<file path="config.mk">
export PLATFORM = sky130hd
export DESIGN_NAME = bullet_controller
export DESIGN_NICKNAME = d
export VERILOG_FILES = /design/src/rtl/bullet_controller.sv
export SDC_FILE = /design/constraint.sdc
export NUM_CORES = 1
export LEC_CHECK = 0
export BUFFER_PORTS_ARGS = -buffer_cell sky130_fd_sc_hd__buf_2
export CORE_ASPECT_RATIO = 2
export CORE_UTILIZATION = 55
export CTS_CLUSTER_SIZE = 16
export DETAILED_ROUTE_END_ITERATION = 12
export PLACE_DENSITY = 0.78
export SLEW_MARGIN = 20
export SYNTH_ARGS = -nofsm -noshare
export SYNTH_HDL_FRONTEND = slang
export SYNTH_SLANG_ARGS = --single-unit
</file>
<file path="constraint.sdc">
create_clock -name Clk -period 3.38 [get_ports Clk]
set_input_delay 0.338 -clock Clk [delete_from_list [all_inputs] [get_ports Clk]]
set_output_delay 0.338 -clock Clk [all_outputs]
set_load 0.005 [all_outputs]
</file>
<file path="src/rtl/bullet_controller.sv">
// bullet_controller
//   Per-tank projectile engine. A fire press launches one bullet from the tank
//   position on the next frame tick. The bullet then moves once per frame along
//   the direction the tank faced at launch. It dies on a hit, on the screen edge,
//   or when its lifetime runs out. A reload cooldown follows every death.
//
// Ports
//   Clk        in   system clock
//   Reset      in   synchronous, active-high reset
//   frame_clk  in   frame strobe; a rising edge is one frame tick
//   fire       in   fire key (level); a rising edge requests a shot
//   fast_shot  in   speed upgrade; sampled at launch
//   TankX/Y    in   tank centre; sampled at launch
//   Dir        in   tank facing: 0 up, 1 right, 2 down, 3 left; sampled at launch
//   hit        in   collision flag; only looked at on tick cycles
//   BulletX/Y  out  bullet centre; holds its last value after the bullet dies
//   bullet_on  out  bullet live/visible
//   ready      out  idle with no pending shot (reload indicator)
module bullet_controller #(
  parameter int STEP      = 4,
  parameter int STEP_FAST = 8,
  parameter int X_MAX     = 639,
  parameter int Y_MAX     = 479,
  parameter int LIFETIME  = 120,
  parameter int COOLDOWN  = 30
) (
  input  logic       Clk,
  input  logic       Reset,
  input  logic       frame_clk,
  input  logic       fire,
  input  logic       fast_shot,
  input  logic [9:0] TankX,
  input  logic [9:0] TankY,
  input  logic [1:0] Dir,
  input  logic       hit,
  output logic [9:0] BulletX,
  output logic [9:0] BulletY,
  output logic       bullet_on,
  output logic       ready
);

  localparam int LW = $clog2(LIFETIME + 1);
  localparam int CW = $clog2(COOLDOWN + 1);

  localparam logic [10:0] X_LIM = 11'(X_MAX);
  localparam logic [10:0] Y_LIM = 11'(Y_MAX);

  typedef enum logic [1:0] {
    IDLE     = 2'd0,
    FLYING   = 2'd1,
    COOLDOWN_S = 2'd2
  } state_t;

  state_t          state_reg, state_next;
  logic [9:0]      x_reg, x_next;
  logic [9:0]      y_reg, y_next;
  logic            on_reg, on_next;
  logic            ready_reg, ready_next;
  logic [1:0]      dir_reg, dir_next;
  logic [9:0]      step_reg, step_next;
  logic [LW-1:0]   life_reg, life_next;
  logic [CW-1:0]   cd_reg, cd_next;
  logic            fire_req_reg, fire_req_next;
  logic            frame_q_reg;
  logic            fire_q_reg;

  logic            tick;
  logic            fire_edge;
  logic            edge_kill;
  logic [10:0]     x_ext, y_ext, step_ext;

  assign tick      = frame_clk & ~frame_q_reg;
  assign fire_edge = fire & ~fire_q_reg;

  // The next position is checked in 11 bits so the kill happens before any
  // wrap-around of the 10-bit coordinates.
  assign x_ext    = {1'b0, x_reg};
  assign y_ext    = {1'b0, y_reg};
  assign step_ext = {1'b0, step_reg};

  always_comb begin
    edge_kill = 1'b0;
    case (dir_reg)
      2'd0:    edge_kill = (y_ext < step_ext);
      2'd1:    edge_kill = ((x_ext + step_ext) > X_LIM);
      2'd2:    edge_kill = ((y_ext + step_ext) > Y_LIM);
      default: edge_kill = (x_ext < step_ext);
    endcase
  end

  always_ff @(posedge Clk) begin
    if (Reset) begin
      state_reg    <= IDLE;
      x_reg        <= '0;
      y_reg        <= '0;
      on_reg       <= 1'b0;
      ready_reg    <= 1'b1;
      dir_reg      <= '0;
      step_reg     <= '0;
      life_reg     <= '0;
      cd_reg       <= '0;
      fire_req_reg <= 1'b0;
      frame_q_reg  <= 1'b0;
      fire_q_reg   <= 1'b0;
    end else begin
      state_reg    <= state_next;
      x_reg        <= x_next;
      y_reg        <= y_next;
      on_reg       <= on_next;
      ready_reg    <= ready_next;
      dir_reg      <= dir_next;
      step_reg     <= step_next;
      life_reg     <= life_next;
      cd_reg       <= cd_next;
      fire_req_reg <= fire_req_next;
      frame_q_reg  <= frame_clk;
      fire_q_reg   <= fire;
    end
  end

  always_comb begin
    state_next    = state_reg;
    x_next        = x_reg;
    y_next        = y_reg;
    on_next       = on_reg;
    dir_next      = dir_reg;
    step_next     = step_reg;
    life_next     = life_reg;
    cd_next       = cd_reg;
    fire_req_next = fire_req_reg;

    case (state_reg)
      IDLE: begin
        on_next = 1'b0;
        if (fire_edge) fire_req_next = 1'b1;
        // A press landing on the tick cycle itself still launches on that tick.
        if (tick && (fire_req_reg || fire_edge)) begin
          state_next    = FLYING;
          x_next        = TankX;
          y_next        = TankY;
          dir_next      = Dir;
          step_next     = fast_shot ? 10'(STEP_FAST) : 10'(STEP);
          life_next     = LW'(LIFETIME - 1);
          on_next       = 1'b1;
          fire_req_next = 1'b0;
        end
      end

      FLYING: begin
        // Presses while a bullet is out are dropped, not queued.
        if (tick) begin
          if (hit || edge_kill || (life_reg == '0)) begin
            state_next = COOLDOWN_S;
            on_next    = 1'b0;
            cd_next    = CW'(COOLDOWN - 1);
          end else begin
            life_next = life_reg - 1'b1;
            case (dir_reg)
              2'd0:    y_next = y_reg - step_reg;
              2'd1:    x_next = x_reg + step_reg;
              2'd2:    y_next = y_reg + step_reg;
              default: x_next = x_reg - step_reg;
            endcase
          end
        end
      end

      default: begin
        on_next = 1'b0;
        if (tick) begin
          if (cd_reg == '0) state_next = IDLE;
          else              cd_next    = cd_reg - 1'b1;
        end
      end
    endcase

    ready_next = (state_next == IDLE) && !fire_req_next;
  end

  assign BulletX   = x_reg;
  assign BulletY   = y_reg;
  assign bullet_on = on_reg;
  assign ready     = ready_reg;

endmodule

</file>
==> flow_summary.toml, run 1 <==
[sta]
fin_crit_sh_pct = 88.29
setup_tns_ps = 0
finalCriticalPeriod_ps = 2984
final.setup_skew_ps = 9.724
slew_headroom_pct = 35.72
final-hold-violation-count = 0
fmax_mhz = 335.1
rsz0062_at_grt = "false"
maxSlewViolCount = 0
setup_viol = 0
tightest_slew_ps = 964.2

[critical_path]
crit_type = "flop to flop"
cp-start-kind = "flop"
crit_path_max_fanout = 10
critPathArrivalTime_ps = 3200
crit_path_max_incr_delay_ps = 570
worstSetupEndpointType = "flop"
crit_required_ps = 3590
worst_path_max_delay_cell = "dfxtp_1"
crit_chain = "inv_1, ha_1, nand2b_1, a21oi_1, mux2i_1, o32ai_1, o21bai_2, o21ai_1, a221oi_1"

[global_routing]
grt_overflow = 0
grt_first_pass_wirelength_um = 12580
grt_max_degree = 57
grt_pass1_vias = 2788
antenna_found_initial = 0
grt_usage_pct = 30.38

[clock_network]
cts_tree = "built"
insertion_delay_ps = 310
cts_inserted_buffers = 5
cts_max_path_buffers = 2
root_buffer = "clkbuf_8"
clk_pin_slew_worst_paths_ps = 80
clock_sinks = 43
htreeDepth = 2
hold_buffers = 0
post_cts_resized = 0
cts_setup_buffers = 0

[placement]
dp_hpwl_um = 5595
placed_area_mm2 = 0.003129
io_buffers = 49
gp_congestion = 0.8697

[yosys]
synthesis.area_mm2 = 0.002902
ys_ff_latch = 43
async_flop_share_pct = 0
syn_inst = 367
yosysMostFrequentCell = "a21oi_1"
yosysTopAreaCellShare_pct = 29.67
yosysTopAreaCell = "dfxtp_1"
synth_nets = 411
syn_avg_cell_area_um2 = 7.906
synth.distinct_cells = 61
ys_warn_count = 0
synth_ff_type = "dfxtp_1"
yosys-top-cells-area = "dfxtp_1, a21oi_1, ha_1"
ys_top_cells_by_count = "a21oi_1, dfxtp_1, nand2_1, nand2b_1, clkbuf_1"
ys_seq_area_share_pct = 29.67
synth_edf_count = 0

[finish]
nets = 445
antenna_cells = 0
drive_above_1_share_pct = 19.20
synthToLayoutAreaGrowth_pct = 10.87
post-route-cell-area_mm2 = 0.003217

[worst_hold_path]
hold_path_class = "primary input to flop"

[route]
via_count = 2933
via_per_inst = 6.390
wl_per_cell_um = 17.03
postRouteAntennaNets = 0
dr.pass1.iters = 7
drt_iter0_drc = 89
drc = 0
wirelength_um = 7819

[flow_run]
cap_violations = 0

[floorplan]
boundaryPins = 50
die_w_um = 53.36
core-area_mm2 = 0.005092
die_area_mm2 = 0.005588
start_util_pct = 56.98
chipHeight_um = 104.7
rows = 37

[run_status]
status = "completed"

[power_and_ir_drop]
p_leak_nw = 1.230
power_density_mw_per_mm2 = 409.7
vdd_drop_max_mv = 0.3173
stage by stage:
step           worst slack [ps]  power, mW  instances  utilization, %  hold slack, ps
2_1_floorplan             910.2     0.8733        367               -           441.9
3_3_place_gp              539.9     0.9688        452           61.45           439.4
3_5_place_dp              439.8     0.9801        452           61.45           446.3
4_1_cts                   427.1      1.311        459           63.17           257.0
5_1_grt                   202.6      1.383        459           63.17           267.4
6_report                  395.7      1.318        459           63.17           247.3
logic make-up (layout without fill, tap and decap cells):
group | after synthesis | in the layout | share of synthesized area, %
adder cells (fa/ha/maj) | 16 | 16 | 7.934
AND/OR/NAND/NOR | 137 | 137 | 26.00
flip-flops | 43 | 43 | 29.67
multiplexers | 2 | 2 | 0.7331
XOR/XNOR | 4 | 4 | 1.208
AO/OA/AOI/OAI | 123 | 123 | 28.25
buffers and inverters | 42 | 76 | 6.209
path summary, 6_finish.rpt:
kind,from,end,slack [ps],cells past startpoint
hold / removal,fire,fire_q_reg,250,2
hold reg to reg,BulletY[0],BulletY[0],460,2
setup / recovery,step_reg[3],BulletX[3],400,9
setup reg to reg,step_reg[3],BulletX[3],400,9
placed cells by master, fill, tap and decap left out, drive strengths merged, types with 2 or more instances in the layout:
| cell type | instances |
|---|---|
| nor2b | 8 |
| nor4b | 2 |
| nor3b | 2 |
| buf | 53 |
| a221oi | 3 |
| nor4 | 7 |
| o21ai | 18 |
| o21a | 2 |
| and3 | 2 |
| fa | 4 |
| or2 | 7 |
| nand3b | 3 |
| nand2 | 36 |
| xnor2 | 3 |
| or4b | 2 |
| o211ai | 2 |
| nand4 | 2 |
| or3 | 3 |
| and2 | 2 |
| nand3 | 7 |
| a311oi | 2 |
| a21oi | 45 |
| o41ai | 2 |
| inv | 16 |
| nand2b | 22 |
| a31oi | 3 |
| o21bai | 7 |
| dfxtp | 43 |
| o32ai | 14 |
| o22ai | 2 |
| ha | 12 |
| a22oi | 5 |
| a32oi | 2 |
| nor3 | 11 |
| a211oi | 8 |
| clkbuf | 6 |
| nor2 | 18 |
cell type report:
cell class,instances,area (um2)
timing repair buffer,53,275.3
clock inverter,1,5.005
fill,499,1876
multi-input combinational,282,1861
sequential,43,860.8
tap,58,72.57
clock buffer,6,82.58
inverter,16,60.06
where the power goes:
group	internal, mW	switching (mW)
combinational	0.156	0.206
clock	0.160	0.179
sequential	0.549	0.0670
total	0.866	0.452
per-layer routing:
| metal | up-vias | part of all wire [%] | track usage (%) |
|---|---|---|---|
| li1 | 1415 | - | - |
| met1 | 1387 | 35 | 29.74 |
| met2 | 105 | 55 | 53.57 |
| met3 | 26 | 5.7 | 7.278 |
| met4 | 0 | 3.9 | 17.86 |
| met5 | - | 0 | 0 |
critical path, delay by kind of cell, from the launching register on:
kind,cells,cell delay [ps]
adder cells (fa/ha/maj),1,300
flip-flops,1,570
AND/OR/NAND/NOR,1,160
buffers and inverters,1,120
multiplexers,1,300
AO/OA/AOI/OAI,5,1440
No activity file was read; power rests on OpenSTA's default activity.
==> run 2: changes to the inputs <==
- ABC_AREA: unset -> 1
- CORE_ASPECT_RATIO: 2 -> unset
==> run 2 against run 1 <==
Maximum frequency is 12% higher. Sequential power up 0.8%. Combinational power rose by 41%. Synthesized cell count rose by 35%. Die area is 5.8% higher. Routed wire length down 0.96%. Power up 23%. Core utilization up 3.1 points. Synthesized area increased by 6.3%. Hold slack worse by 4.7 ps. Sequential cell count stayed put. Critical path type unchanged. Highest routed layer unchanged.
==> flow_summary.toml, run 2 <==
[run_status]
status = "completed"

[critical_path]
crit_required_ps = 3620
timing.rr.start = "step_reg[3]"
reg2reg_to = "BulletY[4]"
crit_end = "BulletY[4]"
crit_path_max_fanout = 18
startpoint = "step_reg[3]"
cp-start-kind = "flop"
critPathArrivalTime_ps = 2920
reg2reg_slack_ps = 710
crit_type = "flop to flop"
worstSetupEndpointType = "flop"
reg2reg_depth = 15

[yosys]
syn_avg_cell_area_um2 = 6.231
synth_ff_type = "dfxtp_1"
ys_warn_count = 0
async_flop_share_pct = 0
yosys-top-cells-area = "dfxtp_1, nand2_1, nor2_1"
synthesis.area_mm2 = 0.003084
ys_ff_latch = 43
yosysTopAreaCell = "dfxtp_1"
yosysTopAreaCellShare_pct = 27.91
synth_nets = 539
yosysMostFrequentCell = "nand2_1"
synth.distinct_cells = 31
synth_edf_count = 0
ys_seq_area_share_pct = 27.91
syn_inst = 495
ys_top_cells_by_count = "nand2_1, nor2_1, inv_1, nand3_1, dfxtp_1"

[sta]
setup_tns_ps = 0
setup_viol = 0
final.setup_skew_ps = 7.319
final-hold-violation-count = 0
finalCriticalPeriod_ps = 2674
maxSlewViolCount = 0
fmax_mhz = 374.0
worst_slack_ps = 706.3
rsz0062_at_grt = "false"
fin_crit_sh_pct = 79.10
whs_ps = 242.6
slew_headroom_pct = 46.22
tightest_slew_ps = 803.8

[finish]
final_common_cell = "nand2_1"
antenna_cells = 0
drive_above_1_share_pct = 14.50
synthToLayoutAreaGrowth_pct = 12.58
nets = 581
layout_common_cells = "nand2_1, nor2_1, inv_1, buf_2, nand3_1"

[clock_network]
root_buffer = "clkbuf_8"
hold_buffers = 0
clock_sinks = 43
insertion_delay_ps = 300
cts_max_path_buffers = 2
htreeDepth = 2
cts_inserted_buffers = 5
clk_pin_slew_worst_paths_ps = 90
cts_tree = "built"
cts_setup_buffers = 0
post_cts_resized = 0

[floorplan]
die_area_mm2 = 0.005911
core-area_mm2 = 0.005238
chipHeight_um = 76.89
rows = 26
start_util_pct = 58.89
boundaryPins = 50
die_w_um = 76.89

[route]
via_count = 3254
via_per_inst = 5.352
wl_per_cell_um = 12.74
drc = 0
wirelength_um = 7744
drt_iter0_drc = 220
postRouteAntennaNets = 0
dr.pass1.iters = 4

[flow_run]
cap_violations = 0

[placement]
dp_hpwl_um = 5561
io_buffers = 49
gp_congestion = 0.8729
dp_worst_setup_slack_ps = 784.5

[global_routing]
grt_first_pass_wirelength_um = 13130
grt_max_degree = 24
grt_overflow = 0
antenna_found_initial = 0
grt_pass1_vias = 3043
grt_usage_pct = 27.13

[worst_hold_path]
hold_path_class = "primary input to flop"

[power_and_ir_drop]
power_density_mw_per_mm2 = 467.2
p_leak_nw = 1.722
vdd_drop_max_mv = 0.3331
p_total_mw = 1.622
-- run 2: changes by cell type in the layout (fill, tap and decap cells not counted), sizes merged, moves of 8 or more --
cell,before,now
a21oi,45,25
o21ai,18,40
nand4,2,17
nor2b,8,0
nor2,18,76
inv,16,59
nand2b,22,0
nand2,36,125
o32ai,14,0
nand3,7,48
-- run 2: cell families (layout without fill, tap and decap cells) --
group,Yosys count,after routing,share of synthesized area [%]
AO/OA/AOI/OAI,74,74,12.66
XOR/XNOR,5,5,1.420
adder cells (fa/ha/maj),16,16,7.464
buffers and inverters,76,119,10.55
flip-flops,43,43,27.91
multiplexers,1,1,0.3246
AND/OR/NAND/NOR,280,280,39.68
-- run 2: cell type report --
cell class / instances / area [um2]
fill: 494 / 1765
tap: 70 / 87.58
sequential: 43 / 860.8
timing repair buffer: 52 / 267.8
clock buffer: 5 / 68.82
multi-input combinational: 376 / 1898
inverter: 59 / 221.5
clock inverter: 3 / 67.56
-- run 2: how the worst min path moves through the flow --
stage	start	end	cells past startpoint
after floorplan	cd_reg[0]	cd_reg[0]	2
after global placement	bullet_on	bullet_on	2
after detailed placement	bullet_on	bullet_on	2
after CTS	frame_clk	frame_q_reg	3
after global routing	frame_clk	frame_q_reg	3
final	frame_clk	frame_q_reg	3
-- run 2: critical path, cell delays in order, from the launching register on --
cell     delay, ps
dfxtp_1        550
inv_1          150
ha_1           290
inv_1           80
nand3_1         90
nand2_1        100
nand2_1        100
nor2_1         100
nand2_1         50
nand3_1        170
nand4_2        180
nand2_4        230
nand3_2        240
nand2_1        130
nand2_1         60
nor2_1         100
-- run 2: report_power, final --
group / leakage, nW / switching (mW) / internal [mW]
logic: 1.31 / 0.320 / 0.192
registers: 0.352 / 0.0612 / 0.559
clock network: 0.0644 / 0.194 / 0.295
total: 1.72 / 0.576 / 1.05
-- run 2: metal layers --
metal	up-vias	track usage (%)	part of all wire [%]
met5	-	0	0
met4	0	11.35	2.0
li1	1680	-	-
met1	1442	32.89	45
met2	116	47.05	47
met3	16	4.524	5.8
-- run 2: metrics by stage --
step	utilization [%]	cells	instance area (um2)
after floorplan	-	495	3084
after global placement	63.69	600	3336
after detailed placement	63.69	600	3336
after CTS	66.29	608	3472
after global routing	66.29	608	3472
final	66.29	608	3472
==> run 3: changes to the inputs <==
- clock period: 3.38 -> 2.56 ns (I/O delays scaled with it)
==> run 3 against run 2 <==
Sequential cell count unchanged. Clock power up 36%. Power is 37% higher. Critical path depth is the same. Combinational power up 45%. Sequential power rose by 32%. Cell area is 4.6% higher. Global-route usage grew 0.076 points. Clock skew is 3.9 ps higher. Cell count rose by 2.1%. Largest cell class unchanged. Critical path type unchanged. Register-to-register slack got worse by 660 ps. Sequential share of layout area down 1.0 points.
==> flow_summary.toml, run 3 (synthesized netlist as in run 2, its figures left out) <==
[run_status]
status = "completed"

[global_routing]
grt_max_degree = 26
grt_overflow = 0
antenna_found_initial = 0
grt_usage_pct = 27.21
grt_pass1_vias = 2935
grt_first_pass_wirelength_um = 13120

[finish]
drive_above_1_share_pct = 17.97
post-route-cell-area_mm2 = 0.003632
synthToLayoutAreaGrowth_pct = 17.77
fin_util_pct = 69.35
fillers = 472
final_common_cell = "nand2_1"
final_cells = 621
layout_common_cells = "nand2_1, nor2_1, inv_1, buf_2, nand3_1"
nets = 594
antenna_cells = 0

[clock_network]
cts_inserted_buffers = 5
clock_sinks = 43
htreeDepth = 2
insertion_delay_ps = 310
root_buffer = "clkbuf_8"
clk_pin_slew_worst_paths_ps = 100
cts_max_path_buffers = 2
cts_tree = "built"

[floorplan]
die_w_um = 76.89
die_area_mm2 = 0.005911
start_util_pct = 58.89
rows = 26
core-area_mm2 = 0.005238
boundaryPins = 50
chipHeight_um = 76.89

[worst_hold_path]
whs_path_depth = 3
hold_path_class = "primary input to flop"
min-delay-start = "fire"
whs_endpoint = "fire_q_reg"

[flow_run]
cap_violations = 0

[critical_path]
critPathArrivalTime_ps = 2700
reg2reg_slack_ps = 50
worstSetupEndpointType = "flop"
timing.rr.start = "step_reg[2]"
crit_path_max_fanout = 8
cp-start-kind = "flop"
crit_required_ps = 2750
crit_type = "flop to flop"
reg2reg_depth = 15
reg2reg_to = "BulletX[6]"

[power_and_ir_drop]
power_density_mw_per_mm2 = 613.6
p_leak_nw = 1.781
vdd_drop_max_mv = 0.3846

[route]
wl_per_cell_um = 13.35
postRouteAntennaNets = 0
via_per_inst = 5.546
drt_iter0_drc = 267
wirelength_um = 8291
via_count = 3444
drc = 0
dr.pass1.iters = 5

[placement]
dpl.cell_count = 608
io_buffers = 49
dp_hpwl_um = 5760
placed_area_mm2 = 0.003396
gp_congestion = 0.9060

[sta]
final-hold-violation-count = 0
slew_headroom_pct = 48.99
fmax_mhz = 397.7
final.setup_skew_ps = 11.26
fin_crit_sh_pct = 98.22
maxSlewViolCount = 0
finalCriticalPeriod_ps = 2514
setup_viol = 0
tightest_slew_ps = 764.3
## run 3: layout make-up
type | count | area [um2] | share of cell area (%)
clock inverters | 3 | 71.32 | 1.963
inverters | 59 | 221.5 | 6.097
clock buffers | 5 | 68.82 | 1.895
repair buffers | 62 | 346.6 | 9.542
flip-flops and latches | 43 | 863.3 | 23.77
well taps | 70 | 87.58 | 2.411
multi-input cells | 379 | 1973 | 54.32
## run 3: worst max path at each step
stage / slack (ps) / to / start / depth (start not counted)
finish: 50 / BulletX[6] / step_reg[2] / 15
global route: -80 / BulletX[6] / BulletY[2] / 14
CTS: 30 / life_reg[2] / step_reg[2] / 13
detailed placement: 80 / BulletX[5] / step_reg[2] / 14
global placement: 120 / BulletX[6] / BulletY[2] / 14
floorplan: 410 / BulletY[4] / step_reg[3] / 15
## run 3: power by group
part / internal [mW] / switching [mW] / total (mW)
clock: 0.396 / 0.269 / 0.666
combinational: 0.284 / 0.460 / 0.744
sequential: 0.739 / 0.0800 / 0.819
total: 1.42 / 0.809 / 2.23
## run 3: metrics by stage
| stage | hold slack [ps] | setup slack, ps | power (mW) | setup TNS (ps) |
|---|---|---|---|---|
| 2_1_floorplan | 377.9 | 408.0 | 1.326 | 0 |
| 3_3_place_gp | 446.1 | 116.0 | 1.503 | 0 |
| 3_5_place_dp | 456.6 | 83.22 | 1.515 | 0 |
| 4_1_cts | 158.8 | 27.29 | 2.182 | 0 |
| 5_1_grt | 166.9 | -79.57 | 2.370 | -87.06 |
| 6_report | 160.0 | 45.65 | 2.229 | 0 |
## run 3: worst max-delay path, cell delays in order (launching register included)
cell     delay, ps
dfxtp_2        380
ha_2           200
fa_1           380
nand2_1        110
nor2_2          60
nand3_1         90
nand2_1         80
nor2_1         100
nor2_1          50
nor2_2         140
nand4_4        150
nand2_8        170
buf_4          140
nand4_1        120
nand2_1        160
nor2_1          60
## run 3: metal layers
metal | wire length (um) | track usage, % | part of all wire [%]
met2 | 4064 | 47.14 | 49
met5 | 0 | 0 | 0
met4 | 119 | 7.692 | 1.4
met1 | 3513 | 34.43 | 42
met3 | 594 | 4.524 | 7.2
## run 3: what timing repair did
action / CTS / global route
setup buffers: 0 / 2
gates resized for setup: 0 / 13
endpoints found under the setup margin: 0 / 27
hold buffers: 0 / 0
